===== src/rtl/tl_pkg.sv =====
// Shared state codes and light-head encodings for the intersection controller.
package tl_pkg;

  typedef enum logic [2:0] {
    A_GRN   = 3'd0,
    A_YEL   = 3'd1,
    AR_AB   = 3'd2,
    B_GRN   = 3'd3,
    B_YEL   = 3'd4,
    AR_BA   = 3'd5,
    WALK    = 3'd6,
    PED_CLR = 3'd7
  } tl_state_e;

  localparam logic [2:0] LT_RED = 3'b100;
  localparam logic [2:0] LT_YEL = 3'b010;
  localparam logic [2:0] LT_GRN = 3'b001;

endpackage


===== src/rtl/tl_phase_timer.sv =====
// Phase tick counter: counts enabled ticks, flags the last tick of a phase.
module tl_phase_timer #(
  parameter int unsigned CNT_W = 9
) (
  input  logic             clk,
  input  logic             res,
  input  logic             en,
  input  logic             clr,
  input  logic [CNT_W:0]   length,
  output logic [CNT_W-1:0] count,
  output logic             done
);

  logic [CNT_W:0] last;

  assign last = length - 1'b1;
  assign done = ({1'b0, count} == last);

  always_ff @(posedge clk or negedge res) begin
    if (!res)     count <= '0;
    else if (clr) count <= '0;
    else if (en)  count <= count + 1'b1;
  end

endmodule


===== src/rtl/tl_intersection_ctrl.sv =====
// Two-approach intersection scheduler with pedestrian walk phase.
module tl_intersection_ctrl
  import tl_pkg::*;
#(
  parameter int unsigned CNT_W     = 9,
  parameter int unsigned GREEN_MIN = 64,
  parameter int unsigned GREEN_MAX = 255,
  parameter int unsigned YELLOW_T  = 32,
  parameter int unsigned ALLRED_T  = 8,
  parameter int unsigned WALK_T    = 48
) (
  input  logic       clk,
  input  logic       res,
  input  logic       en,
  input  logic       req_a,
  input  logic       req_b,
  input  logic       ped_req,
  output logic [2:0] a_lights,
  output logic [2:0] b_lights,
  output logic       walk,
  output logic [2:0] phase,
  output logic       ped_pending
);

  localparam logic [CNT_W-1:0] GMIN_LAST = CNT_W'(GREEN_MIN - 1);

  tl_state_e        state, state_next;
  logic             next_b;
  logic [CNT_W:0]   length;
  logic [CNT_W-1:0] count;
  logic             done;
  logic             clr;
  logic             tick_en;

  always_comb begin
    length = (CNT_W+1)'(ALLRED_T);
    unique case (state)
      A_GRN:        length = (CNT_W+1)'(GREEN_MIN);
      B_GRN:        length = (CNT_W+1)'(GREEN_MAX);
      A_YEL, B_YEL: length = (CNT_W+1)'(YELLOW_T);
      WALK:         length = (CNT_W+1)'(WALK_T);
      default:      length = (CNT_W+1)'(ALLRED_T);
    endcase
  end

  // A_GRN rests at its minimum: freezing the count there makes done mean "min reached"
  assign clr     = (state_next != state);
  assign tick_en = en && !(state == A_GRN && done);

  tl_phase_timer #(.CNT_W(CNT_W)) u_timer (
    .clk    (clk),
    .res    (res),
    .en     (tick_en),
    .clr    (clr),
    .length (length),
    .count  (count),
    .done   (done)
  );

  always_comb begin
    state_next = state;
    if (en) begin
      unique case (state)
        A_GRN:   if (done && (req_b || ped_pending)) state_next = A_YEL;
        A_YEL:   if (done) state_next = AR_AB;
        AR_AB,
        AR_BA:   if (done) state_next = ped_pending ? WALK : (next_b ? B_GRN : A_GRN);
        B_GRN:   if (done || (count >= GMIN_LAST && (!req_b || req_a || ped_pending)))
                   state_next = B_YEL;
        B_YEL:   if (done) state_next = AR_BA;
        WALK:    if (done) state_next = PED_CLR;
        PED_CLR: if (done) state_next = next_b ? B_GRN : A_GRN;
        default: state_next = A_GRN;
      endcase
    end
  end

  always_ff @(posedge clk or negedge res) begin
    if (!res) begin
      state       <= A_GRN;
      next_b      <= 1'b0;
      ped_pending <= 1'b0;
    end else begin
      state <= state_next;
      if (state == A_YEL && state_next == AR_AB)      next_b <= 1'b1;
      else if (state == B_YEL && state_next == AR_BA) next_b <= 1'b0;
      if (state != WALK && state_next == WALK) ped_pending <= 1'b0;
      else if (ped_req)                        ped_pending <= 1'b1;
    end
  end

  always_comb begin
    a_lights = LT_RED;
    b_lights = LT_RED;
    walk     = 1'b0;
    phase    = state;
    unique case (state)
      A_GRN:   a_lights = LT_GRN;
      A_YEL:   a_lights = LT_YEL;
      B_GRN:   b_lights = LT_GRN;
      B_YEL:   b_lights = LT_YEL;
      WALK:    walk     = 1'b1;
      default: ;
    endcase
  end

endmodule


===== config.mk =====
export PLATFORM = sky130hd
export DESIGN_NAME = tl_intersection_ctrl
export DESIGN_NICKNAME = d
export VERILOG_FILES = /design/src/rtl/tl_pkg.sv /design/src/rtl/tl_phase_timer.sv /design/src/rtl/tl_intersection_ctrl.sv
export SDC_FILE = /design/constraint.sdc
export NUM_CORES = 1
export LEC_CHECK = 0
export BUFFER_PORTS_ARGS = -buffer_cell sky130_fd_sc_hd__buf_2
export CAP_MARGIN = 10
export CORE_MARGIN = 1
export CORE_UTILIZATION = 47
export DETAILED_ROUTE_END_ITERATION = 8
export GPL_TIMING_DRIVEN = 0
export PLACE_DENSITY = 0.67
export SETUP_SLACK_MARGIN = 0.3
export SYNTH_ARGS = -nofsm -noshare
export SYNTH_HDL_FRONTEND = slang
export SYNTH_SLANG_ARGS = --single-unit

===== constraint.sdc =====
create_clock -name clk -period 2.9 [get_ports clk]
set_input_delay 0 -clock clk [delete_from_list [all_inputs] [get_ports clk]]
set_output_delay 0 -clock clk [all_outputs]
set_load 0.01 [all_outputs]

# [Word level (Yosys, flattened, before mapping)]
# Cells that the tools add are included.
[totals] ff_bits=14 input_bits=6 out_inout_bits=11 wordCells=60
[op_classes] add_sub_neg=2 n_lt_le_gt_ge=1 n_eq_ne=13 muxes=21 reduce_logical=19
[ops] op="8-bit case mux with 4 select lines" count=1
[ops] op="3-bit 2-to-1 mux" count=9
[ops] op="3-bit case mux with 7 select lines" count=1
[ops] op="3-bit equality test, second input constant" count=6
[ops] op="9-bit 2-to-1 mux" count=2
[ops] op="3-bit case mux with 2 select lines" count=2
[ops] op="9-bit by 10-bit equality test with 1-bit output" count=1
[ops] op="9-bit by 1-bit adder with 9-bit output, second input constant" count=1
[ops] op="3-bit by 2-bit equality test with 1-bit output, second input constant" count=3
[ops] op="9-bit by 6-bit >= comparator with 1-bit output, second input constant" count=1
[ops] op="8-bit by 1-bit subtractor with 9-bit output, second input constant" count=1
[ops] op="1-bit logical AND" count=7
[ops] op="2-bit nonzero test" count=3
[ops] op="1-bit 2-to-1 mux" count=5
[ops] op="1-bit logical OR" count=4
[ops] op="2-bit OR reduction" count=2
[ops] op="3-bit by 1-bit equality test with 1-bit output, second input constant" count=1
[ops] op="3-bit logical NOT" count=1
[ops] op="3-bit inequality test" count=1
[ops] op="3-bit inequality test, second input constant" count=1
[ops] op="1-bit logical NOT" count=2
[ops] op="2-bit 2-to-1 mux" count=1

# [Depth between registers and ports, before layout]
[depth] ltp_word=13 depth_mapped=11 depth_no_buf=9

# [Modules after synthesis]
# Synthesis repeated with hierarchy kept, for this count alone.
[unflattened] hier_cells=186 hier_area_um2=1483.9
[by_module_without_submodules] module="tl_phase_timer" instances=1 cells_per_inst=95 area_per_inst_um2=793.3 seq_area_each_um2=225.2
[by_module_without_submodules] module="tl_intersection_ctrl" instances=1 cells_per_inst=91 area_per_inst_um2=690.7 seq_area_each_um2=125.1

# [Worst setup path before layout]
# No wires, ideal clock.
[synth_path] path_kind="register to register" from="register state[0], in the netlist phase[0]" to="register next_b" setup_time_ns=0.126 t_arrival_ns=2.364 t_required_ns=2.774 setup_slack_ns=0.410 path_stages_with_launch=9 n_path_buf=1 synth_period_minus_slack_ns=2.490 cell_sequence="dfrtp_1 > buf_6 > mux2i_1 > xnor2_1 > or3b_4 > or4_1 > o221ai_2 > o31ai_2 > o32a_1"
[synth_via] elab_chain_len=12 elab_cells_between_ends=30 cone_classes="add/sub: 1; eq/ne: 10; mux: 11; reduce/logical: 8"
[synth_rtl] element="from (decl)" line_no="tl_intersection_ctrl.sv:27" source="tl_state_e state, state_next;"
[synth_rtl] element="from (signal assigned)" line_no="tl_intersection_ctrl.sv:84" source="state <= state_next;"
[synth_rtl] element="3-bit by 1-bit equality test with 1-bit output or 3-bit equality test (tied branches)"
[synth_rtl] element="2-bit OR reduction" line_no="tl_intersection_ctrl.sv:37" source="unique case (state)"
[synth_rtl] element="8-bit case mux with 4 select lines" line_no="tl_intersection_ctrl.sv:37"
[synth_rtl] element="8-bit by 1-bit subtractor with 9-bit output" line_no="tl_phase_timer.sv:16" source="assign last = length - 1'b1;"
[synth_rtl] element="9-bit by 10-bit equality test with 1-bit output" line_no="tl_phase_timer.sv:17" source="assign done = ({1'b0, count} == last);"
[synth_rtl] element="1-bit logical OR or 1-bit logical AND (tied branches)" line_no="tl_intersection_ctrl.sv:68, tl_intersection_ctrl.sv:64"
[synth_rtl] element="3-bit 2-to-1 mux, on equally long branches" line_no="tl_intersection_ctrl.sv:68, tl_intersection_ctrl.sv:64"
[synth_rtl] element="3-bit case mux with 7 select lines" line_no="tl_intersection_ctrl.sv:63" source="unique case (state)"
[synth_rtl] element="3-bit 2-to-1 mux" line_no="tl_intersection_ctrl.sv:62" source="if (en) begin"
[synth_rtl] element="3-bit by 2-bit equality test with 1-bit output or 3-bit equality test (tied branches)" line_no="tl_intersection_ctrl.sv:85, tl_intersection_ctrl.sv:86"
[synth_rtl] element="1-bit logical AND, on equally long branches" line_no="tl_intersection_ctrl.sv:85, tl_intersection_ctrl.sv:86"
[synth_rtl] element="1-bit 2-to-1 mux or 2-bit nonzero test (tied branches)"
[synth_rtl] element="to (signal assigned)" line_no="tl_intersection_ctrl.sv:81" source="next_b <= 1'b0;"
[synth_rtl] element="to (signal assigned)" line_no="tl_intersection_ctrl.sv:85" source="if (state == A_YEL && state_next == AR_AB) next_b <= 1'b1;"
[synth_rtl] element="to (signal assigned)" line_no="tl_intersection_ctrl.sv:86" source="else if (state == B_YEL && state_next == AR_BA) next_b <= 1'b0;"
[synth_rtl] element="to (decl)" line_no="tl_intersection_ctrl.sv:28" source="logic next_b;"
# Several ways; a longest one is shown, not always the timed one.
# A chain may end at the register's enable or synchronous reset.

# [Worst setup path in the final report]
[layout_path] from="register state[0], in the netlist phase[0]" to="register ped_pending"
[layout_via] elab_chain_len=12 elab_cells_between_ends=29 cone_classes="add/sub: 1; eq/ne: 10; mux: 11; reduce/logical: 7"
[layout_rtl] element="3-bit by 1-bit equality test with 1-bit output or 3-bit equality test (tied branches)" line_no="tl_intersection_ctrl.sv:37, tl_intersection_ctrl.sv:63"
[layout_rtl] element="2-bit OR reduction" line_no="tl_intersection_ctrl.sv:37"
[layout_rtl] element="8-bit case mux with 4 select lines" line_no="tl_intersection_ctrl.sv:37"
[layout_rtl] element="8-bit by 1-bit subtractor with 9-bit output" line_no="tl_phase_timer.sv:16"
[layout_rtl] element="9-bit by 10-bit equality test with 1-bit output" line_no="tl_phase_timer.sv:17"
[layout_rtl] element="1-bit logical OR or 1-bit logical AND (tied branches)" line_no="tl_intersection_ctrl.sv:68, tl_intersection_ctrl.sv:64"
[layout_rtl] element="3-bit 2-to-1 mux, on equally long branches" line_no="tl_intersection_ctrl.sv:68, tl_intersection_ctrl.sv:64"
[layout_rtl] element="3-bit case mux with 7 select lines" line_no="tl_intersection_ctrl.sv:63"
[layout_rtl] element="3-bit 2-to-1 mux" line_no="tl_intersection_ctrl.sv:62"
[layout_rtl] element="3-bit equality test" line_no="tl_intersection_ctrl.sv:87" source="if (state != WALK && state_next == WALK) ped_pending <= 1'b0;"
[layout_rtl] element="1-bit logical AND (*)" line_no="tl_intersection_ctrl.sv:87"
[layout_rtl] element="1-bit 2-to-1 mux or 2-bit nonzero test (tied branches)"
[layout_rtl] element="to (signal assigned)" line_no="tl_intersection_ctrl.sv:82" source="ped_pending <= 1'b0;"
[layout_rtl] element="to (signal assigned)" line_no="tl_intersection_ctrl.sv:87"
[layout_rtl] element="to (signal assigned)" line_no="tl_intersection_ctrl.sv:88" source="else if (ped_req) ped_pending <= 1'b1;"
[layout_rtl] element="to (decl)" line_no="tl_intersection_ctrl.sv:22" source="output logic ped_pending"
# Every way passes the cells marked *; elsewhere a longest branch is shown, timed or not.

==> impl_metrics.ini <==
[timing]
report.final.setup_viol = 0
hold_viol = 0
rsz0062_at_grt = true
fin_ws_ns = 0.299
fin_crit_sh = 0.897
worst_pin_slew_ns = 0.660
drv_slew = 0
fmax_mhz = 384
slew_headroom = 0.554
finalCriticalPeriod_ns = 2.60
skew_ns = 0.0160

[hold_path]
worstHoldPathType = in2async

[grt]
grt_pass1_vias = 1057
grt_pass1_wl_mm = 5.22
grt_max_degree = 15
grt_usage = 0.253
antenna_found_initial = 0
grt_remaining_overflow = 0

[logic_synthesis]
synth_compound_area_frac = 0.250
synth_edf_count = 0
synth_area_um2 = 1280
synth.largest_area_cell = dfrtp_1
synth_area_leaders = dfrtp_1 27%, nor2_1 5.9%, buf_6 4.4%
synth.area.mux_share = 0.0342
synth_flop_cell = dfrtp_1
ys_types = 54
ys_warn_count = 0
synth.avg_cell_area_um2 = 8.58
synthXorXnorAreaFrac = 0.0685
synth_top_family_by_area = simple AND/OR/NAND/NOR gates
synth_top_area_share = 0.274
syn-num-nets = 156
synthArstFlopShare = 1.00
ys_seq_area_frac = 0.274
synth_cells = 149
yosys.area_share.simple = 0.254
synth_seq_cells = 14
synthAdderAreaFrac = 0.00978

[pwr]
ir_drop_mv = 0.443
p_per_area_nw_per_um2 = 433
p_leak_nw = 0.710

[clock_tree]
numClockSinks = 14
cts_buffers = 3
clk_latency_ns = 0.29
clkTransAtPathRegs_ns = 0.09
cts-htree-levels = 1
clockBufferDepth = 2
cts_tree = built
root_buffer = clkbuf_4

[detailed_routing]
ant_nets = 0
drc = 0
viasPerCell = 6.04
wire_per_inst_um = 17.4
firstDrtPassIters = 4
detail_route.iter0.violations = 47
vias = 1263
totalWireLength_mm = 3.63

[run_status]
status = completed

[cells_and_area]
final_cell_mix = 19 x nor2_1, 16 x buf_2, 12 x nand2_1, 12 x dfrtp_1, 8 x inv_1
area_growth_pct = 37.3
stdcell_area_um2 = 1760
drive_above_1_share = 0.391
final_common_cell = nor2_1
nets = 187
antenna_cells = 0

[worst_setup_path]
cp-start-kind = register
critPathKind = reg2reg
path_cells = buf_6 -> mux2i_1 -> xnor2_1 -> or3b_4 -> buf_8 -> o32ai_1 -> a31oi_2 -> o41ai_4 -> a31oi_1
ff2ff_setup_slack_ns = 0.30
critPathCaptureType = register
path_buf_inv = 2
worstPathArrival_ns = 2.75
r2r-end = ped_pending$_DFFE_PN0P_
r2r_start = phase[0]$_DFF_PN0_
crit_fanout = 6
rr_worst_depth = 9
cp_slowest_cell = or3b_4
max_stage_delay_ns = 0.46
crit_required_ns = 3.04
crit_family = compound AO/OA/AOI/OAI gates

[floorplanning]
num_io_pins = 17
die_w_um = 54.2
core_area_um2 = 2520
die_area_um2 = 2930
die_height_um = 54.2
start_util = 0.507
num_rows = 18

[placement]
dpl_worst_slack_ns = -0.0750
dp_hpwl_mm = 2.38
place_congestion = 0.882
dpl_cell_area_um2 = 1400
port_buffers = 16

[job]
drv_cap = 0
-- stage by stage --
stage          hold WS, ns  power, mW   util  TNS (ns)  instances
2_1_floorplan       -0.296      0.464      -         0        149
3_3_place_gp       -0.0963      0.529  0.554   -0.0574        195
3_5_place_dp       -0.0867      0.534  0.554    -0.408        195
4_1_cts              0.130      0.687  0.588         0        201
5_1_grt              0.152      0.810  0.696         0        209
6_report             0.127      0.760  0.696         0        209
-- state kept, by name, indices dropped and copies added, names as in the netlist --
register / cells
next_b: 1
ped_pending: 1
phase: 3
u_timer.count: 9
-- how the worst max path moves through the flow --
stage / slack [ns] / from / end / cells after the start
6_report: 0.30 / phase[0]$_DFF_PN0_ / ped_pending$_DFFE_PN0P_ / 9
5_1_grt: 0.16 / phase[0]$_DFF_PN0_ / ped_pending$_DFFE_PN0P_ / 9
4_1_cts: 0.28 / phase[0]$_DFF_PN0_ / next_b$_DFFE_PN0P_ / 8
3_5_place_dp: -0.07 / u_timer.count[0]$_DFFE_PN0P_ / u_timer.count[1]$_DFFE_PN0P_ / 8
2_1_floorplan: 0.41 / phase[0]$_DFF_PN0_ / next_b$_DFFE_PN0P_ / 8
3_3_place_gp: -0.02 / u_timer.count[0]$_DFFE_PN0P_ / u_timer.count[1]$_DFFE_PN0P_ / 8
-- power breakdown --
part | internal, mW | switching [mW]
clock | 0.0764 | 0.0652
sequential | 0.230 | 0.0421
combinational | 0.154 | 0.192
-- cell usage after synthesis, types with 3 or more instances --
master / n
inv_1: 8
buf_6: 5
nor3_1: 9
mux2i_1: 3
nor2_1: 20
nand2_1: 13
clkbuf_8: 3
xnor2_1: 6
a31oi_1: 4
a21oi_1: 6
o211ai_1: 3
dfrtp_1: 14
nand3_1: 5
xor2_1: 4
-- layer usage --
layer,global-route usage,vias up,part of all wire
met2,0.364,39,0.48
met3,0.0367,5,0.060
li1,-,615,-
met4,0.0855,0,0.0099
met1,0.379,604,0.45
met5,0,-,0
-- kinds of logic (layout without fill, tap and decap cells) --
family / after synthesis / in the layout
buf+inv: 19 / 49
compound gates: 39 / 39
simple gates: 62 / 62
fa+ha+maj: 1 / 1
xor+xnor: 10 / 10
mux: 4 / 4
flops: 14 / 14
-- worst reg2reg max path, stage by stage (launching register included) --
cell,delay [ns]
dfrtp_1,0.37
buf_6,0.14
mux2i_1,0.25
xnor2_1,0.16
or3b_4,0.46
buf_8,0.16
o32ai_1,0.38
a31oi_2,0.14
o41ai_4,0.28
a31oi_1,0.14
-- final cells by class --
cell class	count	area, um2
plain buffers	9	104
clock buffers	4	36.3
multi-input cells	116	977
inverters	10	41.3
fillers	194	767
well taps	30	37.5
repair buffers	26	206
flip-flops and latches	14	353
-- timing repair --
action,in CTS,in global routing
setup endpoints to repair,12,12
buffers inserted,0,7
hold buffers,2,0
gates resized for setup,4,29
pin swaps,1,16
gates cloned,0,1
hold endpoints to repair,15,0
Note: power is estimated with default switching activity, not from simulation.
